## config.mk

```make
export PLATFORM = sky130hd
export DESIGN_NAME = i4001_bus_responder
export DESIGN_NICKNAME = d
export VERILOG_FILES = /design/src/rtl/i4001_bus_responder_pkg.sv /design/src/rtl/i4001_bus_responder.sv
export SDC_FILE = /design/constraint.sdc
export NUM_CORES = 1
export LEC_CHECK = 0
export ABC_AREA = 0
export CAP_MARGIN = 20
export CORE_MARGIN = 5
export CORE_UTILIZATION = 40
export CTS_BUF_LIST = sky130_fd_sc_hd__clkbuf_8
export DETAILED_ROUTE_END_ITERATION = 10
export GPL_ROUTABILITY_DRIVEN = 0
export GPL_TIMING_DRIVEN = 0
export MAX_ROUTING_LAYER = met4
export PLACE_DENSITY = 0.66
export SLEW_MARGIN = 15
export SYNTH_ARGS = -nofsm -noshare
export SYNTH_HDL_FRONTEND = slang
export SYNTH_SLANG_ARGS = --single-unit
```

## constraint.sdc

```tcl
create_clock -name CLK -period 4.1 [get_ports CLK]
set_input_delay 0.41 -clock CLK [delete_from_list [all_inputs] [get_ports CLK]]
set_output_delay 0.41 -clock CLK [all_outputs]
set_load 0.02 [all_outputs]
```

## src/rtl/i4001_bus_responder_pkg.sv

```systemverilog
// Shared widths and bus-phase encoding for the i4001 ROM bus responder.
package i4001_bus_responder_pkg;

  localparam int unsigned CHIP_BITS      = 4;
  localparam int unsigned CHIP_ADDR_BITS = 8;
  localparam int unsigned COL_BITS       = 11;
  localparam int unsigned NIBBLE_BITS    = 4;
  localparam int unsigned BYTE_BITS      = 8;
  localparam int unsigned WORD_BITS      = 16;
  localparam int unsigned PHASE_BITS     = 3;

  // A1..X3 encode their own phase number; IDLE sits outside the 0..7 range
  typedef enum logic [3:0] {
    PH_A1   = 4'd0,
    PH_A2   = 4'd1,
    PH_A3   = 4'd2,
    PH_M1   = 4'd3,
    PH_M2   = 4'd4,
    PH_X1   = 4'd5,
    PH_X2   = 4'd6,
    PH_X3   = 4'd7,
    PH_IDLE = 4'd8
  } bus_phase_e;

endpackage

```

## src/rtl/i4001_bus_responder.sv

```systemverilog
// Serves the 2048x16 ROM image onto a 4004-style multiplexed nibble bus as up to
// NUM_CHIPS i4001 parts, one ROM column read per instruction fetch.
module i4001_bus_responder
  import i4001_bus_responder_pkg::*;
#(
  parameter int unsigned NUM_CHIPS = 16
) (
  input  logic                   CLK,
  input  logic                   RESET,
  input  logic                   run,
  input  logic                   step,
  input  logic                   sync,
  input  logic [NIBBLE_BITS-1:0] d_in,
  output logic [NIBBLE_BITS-1:0] d_out,
  output logic                   d_oe,
  output logic [COL_BITS-1:0]    rom_column_id,
  output logic                   rom_rd,
  input  logic [WORD_BITS-1:0]   rom_data,
  output logic [PHASE_BITS-1:0]  phase,
  output logic                   sync_err
);

  bus_phase_e                state, state_n;
  logic [CHIP_ADDR_BITS-1:0] addr;
  logic [BYTE_BITS-1:0]      word, word_n;
  logic                      sel, sel_n;
  logic                      rd_q;
  logic                      capture;
  logic                      resync;

  assign capture = step && !sync;
  assign resync  = step && sync;

  // Next bus phase, chip select and byte returned from the ROM
  always_comb begin
    state_n = state;
    sel_n   = sel;
    word_n  = word;
    if (rd_q && !resync) begin
      word_n = addr[0] ? rom_data[7:0] : rom_data[15:8];
    end
    if (step) begin
      if (sync) begin
        state_n = PH_A1;
      end else begin
        case (state)
          PH_IDLE, PH_X3: state_n = PH_IDLE;
          default:        state_n = bus_phase_e'(state + 4'd1);
        endcase
      end
      if (capture && state == PH_A3) begin
        sel_n = 32'(d_in) < NUM_CHIPS;
      end
    end
  end

  // Phase tracking, address capture, ROM handshake and registered bus drive
  always_ff @(posedge CLK or negedge RESET) begin
    if (!RESET) begin
      state         <= PH_IDLE;
      addr          <= '0;
      word          <= '0;
      sel           <= 1'b0;
      rd_q          <= 1'b0;
      rom_rd        <= 1'b0;
      rom_column_id <= '0;
      d_out         <= '0;
      d_oe          <= 1'b0;
      phase         <= '0;
      sync_err      <= 1'b0;
    end else if (!run) begin
      state    <= PH_IDLE;
      rd_q     <= 1'b0;
      rom_rd   <= 1'b0;
      d_out    <= '0;
      d_oe     <= 1'b0;
      phase    <= '0;
      sync_err <= 1'b0;
    end else begin
      state  <= state_n;
      sel    <= sel_n;
      word   <= word_n;
      phase  <= (state_n == PH_IDLE) ? 3'd0 : state_n[2:0];
      rd_q   <= rom_rd && !resync;
      rom_rd <= capture && (state == PH_A3) && sel_n;
      if (capture) begin
        case (state)
          PH_A1:   addr[3:0]     <= d_in;
          PH_A2:   addr[7:4]     <= d_in;
          PH_A3:   rom_column_id <= {d_in, addr[7:1]};
          PH_X3:   sync_err      <= 1'b1;
          default: ;
        endcase
      end
      d_oe <= sel_n && (state_n == PH_M1 || state_n == PH_M2);
      case (state_n)
        PH_M1:   d_out <= word_n[7:4];
        PH_M2:   d_out <= word_n[3:0];
        default: d_out <= '0;
      endcase
    end
  end

endmodule

```

# Yosys cells after proc, flatten, opt, wreduce, memory -nomap -nowiden
# Index checks and enable logic that the tools add are counted.
[totals] inputBits=25 elab_cells=56 reg_bits=43
[classes] n_addsub=1 muxes=18 n_reduce_logical=16 eq_ne=9
[ops] cell="$mux 4" n=5
[ops] cell="$mux 8" n=2
[ops] cell="$reduce_and 3->1" n=3
[ops] cell="$eq 4x2->1 const B" n=2
[ops] cell="$eq 4x3->1 const B" n=2
[ops] cell="$eq 4x4->1 const B" n=2
[ops] cell="$mux 1" n=8
[ops] cell="$pmux 4 s2" n=1
[ops] cell="$logic_and 1x1->1" n=7
[ops] cell="$mux 3" n=2
[ops] cell="$add 4x1->4 const B" n=1
[ops] cell="$eq 4x1->1 const B" n=1
[ops] cell="$logic_not 4->1" n=1
[ops] cell="$ne 2x1->1 const B" n=2
[ops] cell="$logic_not 1->1" n=2
[ops] cell="$reduce_and 2->1" n=1
[ops] cell="$reduce_or 2->1" n=1
[ops] cell="$logic_or 1x1->1" n=1

# Depth between registers and ports, before layout
[logic_depth] ltp_word=9 ltp_mapped=6 mapped_depth_nobuf=6

# Worst setup path before layout
# OpenSTA, ideal clock, no wires.
[synth_timing] path_type="flip-flop to flip-flop" from="register state[0]" to="register d_oe" arrival_ps=1533 synth_period_minus_slack_ps=1627 path_stages_with_launch=7 required_time_ps=4006 setup_slack_ps=2473 path_buffers=0 cell_sequence="dfrtp_1 > inv_1 > ha_1 > nor2b_1 > and4_1 > o21ai_1 > a221oi_2"
[synth_via] elab_chain_len=9 word_cells_on_any_way=16
[synth_lines] item="start, declared" line="i4001_bus_responder.sv:23" source="bus_phase_e state, state_n;"
[synth_lines] item="start signal, assigned" line="i4001_bus_responder.sv:80" source="state <= state_n;"
[synth_lines] item="branches (longest 7 deep; another with $add 4x1->4)"
[synth_lines] item="$logic_and 1x1->1 *" line="i4001_bus_responder.sv:95" source="d_oe <= sel_n && (state_n == PH_M1 || state_n == PH_M2);"
[synth_lines] item="$mux 1 *" line="i4001_bus_responder.sv:71" source="end else if (!run) begin"
[synth_lines] item="end signal, assigned" line="i4001_bus_responder.sv:95"
[synth_lines] item="end, declared" line="i4001_bus_responder.sv:15" source="output logic d_oe,"
# Every way passes the cells marked *.
# A chain may end at the register's enable or synchronous reset.

==> impl_metrics.py <==
metrics = {
    "status": {
        "status": "complete, no violations",
    },
    "finish": {
        "regArea_um2": 1052,
        "nFillCells": 462,
        "multiInputGateArea_um2": 947.2,
        "antenna_cells": 0,
        "utilization": 0.5360,
        "stdcell_area_um2": 2720,
        "layout-drive-gt1-share": 0.3125,
        "synthToLayoutAreaGrowth_pct": 31.84,
        "final_nets": 236,
    },
    "die": {
        "ios": 46,
        "die_area_um2": 6695,
        "core-area_um2": 5075,
        "fp-row-count": 26,
        "die_x_um": 81.82,
        "initial_core_util": 0.4066,
        "dieHeight_um": 81.82,
    },
    "timing": {
        "finalHoldViolations": 0,
        "slew_viol_final": 0,
        "finalSetupTns_ns": 0,
        "fin_skew_ns": 0.008299,
        "tightestPinTransition_ns": 0.4627,
        "min_period_over_period": 0.4791,
        "finalCriticalPeriod_ns": 1.964,
        "slew_headroom": 0.6894,
        "finalSetupViolCount": 0,
        "rsz0062_at_grt": "no",
        "fmaxAchievable_mhz": 509.1,
    },
    "worst_setup_path": {
        "crit_type": "reg2out",
        "startpoint_type": "flop",
        "r2r_cells": 5,
        "required_ns": 3.69,
        "r2r_slack_ns": 2.15,
        "reg2reg_to": "d_oe",
        "worstPathMaxFanout": 8,
        "critPathArrivalTime_ns": 1.55,
        "worstSetupEndpointType": "output pin",
        "r2r-start": "state[0]",
    },
    "clock_tree": {
        "postCtsSetupBuffers": 0,
        "cts_max_path_buffers": 2,
        "cts_num_sinks": 42,
        "ctsHtreeMaxLevel": 2,
        "clockRootBuffer": "clkbuf_8",
        "clk_pin_slew_worst_paths_ns": 0.08,
        "hold_buffers": 0,
        "cts_buffers": 5,
        "cts_tree": "done",
        "cts_resized": 0,
        "clkLatencyLatePin_ns": 0.30,
    },
    "yosys": {
        "yosys.area.top_type": "dfrtp_1",
        "yosysWarnings": 0,
        "syn_nets": 184,
        "synth_area_um2": 2063,
        "yosysSeqAreaShare": 0.5100,
        "synth_fa_ha_area_frac": 0.02426,
        "synth_seq_cells": 42,
        "yosys.area_share.xor_xnor": 0,
        "synthDistinctLibCells": 38,
        "synth_mux_area_frac": 0.2474,
        "synth-edff-count": 0,
        "syn_avg_cell_area_um2": 13.31,
        "synth_top_family_by_area": "multiplexers",
        "synth_compound_area_frac": 0.08854,
        "ys_top_cells_by_area": "dfrtp_1 (50%), mux2_2 (20%), mux2_4 (5.1%)",
        "netlist_instances": 155,
        "async_flop_share": 1.000,
        "synth_top_area_share": 0.4973,
        "ys.flop_type": "dfrtp_1",
        "synth-simple-area-share": 0.09885,
    },
    "job": {
        "maxCapViolations": 0,
    },
    "worst_hold_path": {
        "min_path_type": "in2async",
    },
    "placement": {
        "io_buffers": 44,
        "place.detailed.hpwl_mm": 3.261,
        "postPlaceCellArea_um2": 2606,
    },
    "routing": {
        "drc": 0,
        "ant_nets": 0,
        "vias": 1398,
        "avgRoutedWirePerCell_um": 15.96,
        "viasPerCell": 5.029,
        "drt_pass1_iterations": 4,
        "drt-total-wl_mm": 4.436,
        "drtIter0Drc": 67,
    },
    "global_route": {
        "gr-usage-met3": 0.03838,
        "busiest_layer": "met2",
        "globalRoute.totalOverflow": 0,
        "grt_pass1_wl_mm": 7.369,
        "track_usage": 0.1496,
        "grt_pass1_vias": 1477,
        "grt_antenna_before_repair": 0,
        "grt_max_degree": 28,
        "met1_usage": 0.1884,
        "use_met2": 0.2383,
    },
    "power_and_ir_drop": {
        "vdd_ir_drop_max_uv": 193.0,
        "leakage_nw": 1.237,
        "pwr_density_cell_nw_per_um2": 315.4,
    },
}
[worst max path at each step]
stage             start                 to  slack [ns]  depth (start not counted)
2_1_floorplan  state[0]               d_oe        2.47                          6
3_3_place_gp      RESET            word[1]        1.62                          1
3_5_place_dp       sync  rom_column_id[10]        1.89                          6
4_1_cts        state[1]           phase[1]        2.13                          2
5_1_grt        state[0]               d_oe        1.97                          5
6_report       state[1]           phase[1]        2.14                          2
[cells by family (layout without fill, tap and decap cells)]
logic type | after synthesis | in the layout
muxes | 43 | 43
DFF | 42 | 42
and+or+nand+nor | 31 | 31
adders and majority gates | 4 | 4
buffers and inverters | 11 | 64
AOI/OAI and AO/OA | 24 | 24
[routing by layer]
metal / wire length [um] / vias to the layer above
li1: - / 667
met4: 47 / 0
met2: 2130 / 42
met5: 0 / -
met3: 254 / 7
met1: 2003 / 682
[flip-flops by register name, indices dropped and copies added, names as in the netlist]
register       cells
word               8
rom_rd             1
addr               8
rd_q               1
d_oe               1
sync_err           1
phase              2
d_out              4
state              4
rom_column_id     11
sel                1
[placed cells by master (no fill, tap or decap), drive strengths merged]
master and count:
and2 2, o21bai 1, inv 4, nor3b 1, a21oi 5, a32oi 1
and2b 1, clkbuf 6, nand3b 2, o211ai 4, a21boi 4, o21ai 3
bufinv 1, a41oi 1, buf 8, ha 4, dfrtp 41, clkinvlp 2
clkdlybuf4s50 43, nand4 7, nand3 1, a31oi 1, nor2b 2, and4 1
nor3 1, and3b 1, mux2 43, nor2 1, dfstp 1, nand2b 4
a21o 1, nand2 7, a221oi 1, a32o 1, o21a 1
[synthesized netlist by cell type (all sizes together), types with 2 or more instances]
master  count
nand2       7
o211ai      4
and2        2
ha          4
a21boi      4
nand3b      2
nand2b      4
inv         4
dfrtp      41
buf         6
mux2       43
a21oi       5
nand4       7
o21ai       3
nor2b       2
[final cells by class]
type / instances / area share
Sequential cell: 42 / 0.3868
Tap cell: 70 / 0.03220
Inverter: 4 / 0.005520
Buffer: 7 / 0.01794
Timing Repair Buffer: 45 / 0.1674
Multi-Input combinational cell: 102 / 0.3482
Clock inverter: 3 / 0.01656
Clock buffer: 5 / 0.02530
[power by group]
| part | internal, mW | switching, mW |
|---|---|---|
| clock | 0.181 | 0.144 |
| combinational | 0.0571 | 0.0413 |
| sequential | 0.428 | 0.00688 |
| total | 0.666 | 0.192 |
[critical path: stages (launching register included)]
cell and delay, ns:
dfrtp_1 0.51, buf_4 0.16, clkdlybuf4s50_1 0.59
[per-stage QoR]
step / hold WS (ns) / setup WS, ns / cells / power (mW)
floorplan: 0.1144 / 2.473 / 155 / 0.4951
global placement: 0.4411 / 1.624 / 269 / 0.5375
detailed placement: 0.3580 / 1.890 / 270 / 0.5426
CTS: 0.03222 / 2.125 / 278 / 0.8718
global route: 0.05075 / 1.968 / 278 / 0.8959
finish: 0.02636 / 2.136 / 278 / 0.8579
Power figures use the tool's default switching activity.
